## src/rtl/stream_mux_nx1.sv

```systemverilog
// rtl/stream_mux_nx1.sv - N-input valid/ready stream mux with packet locking and registered output
module stream_mux_nx1 #(
  parameter int N  = 4,
  parameter int W  = 8,
  parameter int GW = $clog2(N)
) (
  input  logic            clk,
  input  logic            rst_n,
  input  logic            mode,
  input  logic [GW-1:0]   sel,
  input  logic [N-1:0]    s_valid,
  input  logic [N*W-1:0]  s_data,
  input  logic [N-1:0]    s_last,
  output logic [N-1:0]    s_ready,
  output logic            m_valid,
  output logic [W-1:0]    m_data,
  output logic            m_last,
  input  logic            m_ready,
  output logic [GW-1:0]   grant,
  output logic            busy
);

  typedef enum logic {ST_ARB, ST_XFER} state_e;

  state_e          state_q;
  logic [GW-1:0]   ptr_q;
  logic [GW-1:0]   grant_q;
  logic            m_valid_q;
  logic [W-1:0]    m_data_q;
  logic            m_last_q;

  logic [W-1:0]    ch_data [N];
  logic            rr_found;
  logic [GW-1:0]   rr_idx;
  logic [GW-1:0]   cand;
  logic            sel_ok;
  logic            fx_found;
  logic            win_d;
  logic [GW-1:0]   grant_d;
  logic            out_free;
  logic            accept;

  // Unpack the flat data bus into one word per channel
  for (genvar i = 0; i < N; i++) begin : g_unpack
    assign ch_data[i] = s_data[i*W +: W];
  end

  // Round-robin search starting just after the last channel that finished a packet
  always_comb begin
    rr_found = 1'b0;
    rr_idx   = '0;
    cand     = '0;
    for (int k = 1; k <= N; k++) begin
      cand = GW'((32'(ptr_q) + 32'(k)) % 32'(N));
      if (!rr_found && s_valid[cand]) begin
        rr_found = 1'b1;
        rr_idx   = cand;
      end
    end
  end

  // Winner selection: external select only counts when it names a real, valid channel
  always_comb begin
    sel_ok   = (32'(sel) < 32'(N));
    fx_found = sel_ok ? s_valid[sel] : 1'b0;
    win_d    = mode ? fx_found : rr_found;
    grant_d  = mode ? sel : rr_idx;
  end

  // Source handshake: only the granted channel may see ready, and only when the output slot frees up
  always_comb begin
    out_free = !m_valid_q || m_ready;
    accept   = (state_q == ST_XFER) && s_valid[grant_q] && out_free;
    s_ready  = '0;
    if (state_q == ST_XFER) begin
      s_ready[grant_q] = out_free;
    end
  end

  // Arbitration FSM plus the output register stage
  always_ff @(posedge clk or negedge rst_n) begin
    if (!rst_n) begin
      state_q   <= ST_ARB;
      ptr_q     <= GW'(N-1);
      grant_q   <= '0;
      m_valid_q <= 1'b0;
      m_data_q  <= '0;
      m_last_q  <= 1'b0;
    end else begin
      case (state_q)
        ST_ARB: begin
          if (win_d) begin
            grant_q <= grant_d;
            state_q <= ST_XFER;
          end
        end
        ST_XFER: begin
          if (accept && s_last[grant_q]) begin
            ptr_q   <= grant_q;
            state_q <= ST_ARB;
          end
        end
        default: state_q <= ST_ARB;
      endcase

      if (accept) begin
        m_valid_q <= 1'b1;
        m_data_q  <= ch_data[grant_q];
        m_last_q  <= s_last[grant_q];
      end else if (m_ready) begin
        m_valid_q <= 1'b0;
      end
    end
  end

  assign m_valid = m_valid_q;
  assign m_data  = m_data_q;
  assign m_last  = m_last_q;
  assign grant   = grant_q;
  assign busy    = (state_q == ST_XFER);

endmodule
```

## config.mk

```make
export PLATFORM = sky130hd
export DESIGN_NAME = stream_mux_nx1
export DESIGN_NICKNAME = d
export VERILOG_FILES = /design/src/rtl/stream_mux_nx1.sv
export SDC_FILE = /design/constraint.sdc
export NUM_CORES = 1
export LEC_CHECK = 0
export BUFFER_PORTS_ARGS = -buffer_cell sky130_fd_sc_hd__buf_2
export CORE_AREA = 2 2 55 57
export CTS_BUF_LIST = sky130_fd_sc_hd__clkbuf_2
export DETAILED_ROUTE_END_ITERATION = 7
export DIE_AREA = 0 0 57 59
export PLACE_DENSITY = 0.82
export SETUP_SLACK_MARGIN = 0.5
export SLEW_MARGIN = 10
export SYNTH_ARGS = -nofsm -noshare
export SYNTH_HDL_FRONTEND = slang
export SYNTH_SLANG_ARGS = --single-unit
```

## constraint.sdc

```tcl
create_clock -name clk -period 1.81 [get_ports clk]
set_input_delay 0.362 -clock clk [delete_from_list [all_inputs] [get_ports clk]]
set_output_delay 0.362 -clock clk [all_outputs]
set_load 0.01 [all_outputs]
```

==> results.json <==
{
  "status": "finished clean",
  "drive_gt1_frac": 0.698,
  "cts_sinks": 15,
  "cp_num_buf_inv": 1,
  "die_h_um": 59,
  "post-route-period-util": 0.992,
  "crit_path_cell_trace": "buf_4 > nor2_1 > nand2_1 > o22ai_1 > a221o_1 > mux2_1",
  "slowest_delay_ps": 630,
  "seq_area_frac_synth": 0.363,
  "tns_ps": 0,
  "area_growth_pct": 56.3,
  "clk_pin_slew_ps": 140,
  "min_period_ps": 1800,
  "antenna_found_initial": 0,
  "root_buffer": "clkbuf_2",
  "diodes": 0,
  "critPathRequiredTime_ps": 1970,
  "antenna_left": 0,
  "gp_congestion": 0.824,
  "dp_hpwl_um": 2150,
  "grt_setup_unrepaired": "yes",
  "rr_endpoint": "grant[1]",
  "power_density_nw_per_um2": 1630,
  "critPathArrivalTime_ps": 1960,
  "cp_slowest_cell": "dfstp_2",
  "final_cell_mix": "60 x buf_2, 13 x nand2_1, 13 x dfrtp_1",
  "syn-num-nets": 134,
  "worst-path-stages": 6,
  "fmax_mhz": 557,
  "start_util": 0.384,
  "dp_cells": 177,
  "cp-endpoint": "grant[1]",
  "fin_nets": 209,
  "slew_headroom": 0.774,
  "critPathLaunchType": "flop",
  "drcViolationCount": 0,
  "ys.flop_type": "dfrtp_1",
  "cp_max_fo": 6,
  "ys_ff_latch": 15,
  "tightest_slew_ps": 339,
  "clk_latency_ps": 270,
  "critPathKind": "flop to flop",
  "slew_violations": 0,
  "drt_iter0_markers": 25,
  "drt_first_pass_iters": 4,
  "synth_area_leaders": "dfrtp_1 31%, mux4_2 24%, mux2_2 9.7%",
  "peakVddDrop_v": 0.00109,
  "synth_cells": 88,
  "post-synth-top-area-cell": "dfrtp_1",
  "total_leakage_power_nw": 0.822,
  "reg2reg_slack_ps": 10,
  "synth_area_per_cell_sq_um": 11.8,
  "crit_family": "flip-flops",
  "grt_pass1_wl_um": 4820,
  "synth-async-reset-ratio": 1.00,
  "grt_usage": 0.188,
  "min_path_type": "input port to flop",
  "cts_buffer_depth": 2,
  "core_sq_um": 2710,
  "final_cells": 193,
  "vias": 1027,
  "die_w_um": 57,
  "synth.distinct_cells": 29,
  "final_common_cell": "buf_2",
  "wl_um": 2950,
  "final_util": 0.600,
  "vias_per_cell": 5.32,
  "startpoint": "ptr_q[1]",
  "wl_per_cell_um": 15.3,
  "cts_buffers": 3,
  "io_buffer_count": 62,
  "grt_max_degree": 16,
  "synth_edf_count": 0,
  "fin_skew_ps": 9.95,
  "cap_viol_max_count": 0,
  "netlist_area_sq_um": 1040,
  "netlist.area_leader.share": 0.313,
  "cp-end-kind": "flop",
  "num_rows": 19,
  "htreeDepth": 1,
  "r2r_start": "ptr_q[1]",
  "finalHoldViolations": 0,
  "die_area_sq_um": 3360,
  "rr_worst_depth": 6,
  "cts_tree": "done",
  "grt_pass1_vias": 1036,
  "yosysWarnings": 0,
  "ios": 63,
  "finalSetupViolations": 0,
  "grt_overflow": 0
}
==> tightest hold or removal path: stages <==
cell	delay, ps
buf_2	90
nand2_1	40
o21ai_0	60
mux2_1	120
==> worst min-delay path by stage <==
stage,startpoint,to,slack [ps],depth (start not counted)
5_1_grt,sel[0],grant[0],440,4
3_5_place_dp,rst_n,m_data[5],280,1
2_1_floorplan,rst_n,busy,70,0
3_3_place_gp,rst_n,m_data[4],270,1
4_1_cts,sel[0],grant[0],420,4
6_report,sel[0],grant[0],440,4
==> power by group <==
part,internal [mW],leakage (nW),switching [mW]
Clock,0.0586,0.0166,0.100
Sequential,0.528,0.173,0.168
Combinational,1.10,0.632,0.705
==> cells by family (layout without fill, tap and decap cells) <==
logic type | count (synthesis) | in the layout | share of synthesized area
AOI/OAI and AO/OA | 11 | 11 | 0.0733
DFF | 15 | 15 | 0.363
muxes | 26 | 26 | 0.397
and+or+nand+nor | 27 | 27 | 0.123
buffers and inverters | 9 | 83 | 0.0445
==> final cells by class <==
cell class                      instances  area [sq um]
Timing Repair Buffer                   77           483
Inverter                                2          7.51
Multi-Input combinational cell         64           699
Clock buffer                            4          20.0
Fill cell                             224          1080
Tap cell                               31          38.8
Sequential cell                        15           378
==> Yosys cell counts (2+ instances only) <==
library cell  count
dfstp_2           2
mux2_2            9
buf_2             4
a21oi_1           2
o22ai_1           2
nand2_1          14
dfrtp_1          13
mux2i_1           3
o21ai_0           2
mux2_1            3
mux4_2           11
nand2b_1          2
nor2_1            3
inv_1             2
buf_1             2
==> sequential cells by signal, summed over array words and instances, names as in the netlist <==
register,count
m_valid,1
ptr_q,2
busy,1
m_data,8
m_last,1
grant,2
==> metrics by stage <==
step	cell area, sq um	hold WS (ps)	total power, mW	setup slack [ps]
4_1_cts	1600	418	2.62	35.0
5_1_grt	1630	437	2.83	-44.0
2_1_floorplan	1130	66.4	1.82	84.4
6_report	1630	439	2.66	14.4
3_3_place_gp	1440	273	2.10	64.8
3_5_place_dp	1440	282	2.15	-27.9
==> timing repair <==
action                                  in CTS  in global routing
endpoints found under the setup margin      20                 22
gates resized for setup                      9                  4
cloned                                       1                  0
endpoints found under the hold margin       13                  0
setup buffers                               10                  0
hold buffers                                 1                  0
pin swaps                                    3                  1
==> metal layers <==
layer / part of all wire / track usage / up-vias
met4: 0.019 / 0.0797 / 0
li1: - / - / 480
met1: 0.38 / 0.217 / 494
met5: 0 / 0 / -
met2: 0.53 / 0.335 / 47
met3: 0.074 / 0.0437 / 6
No activity file was read; power rests on OpenSTA's default activity.
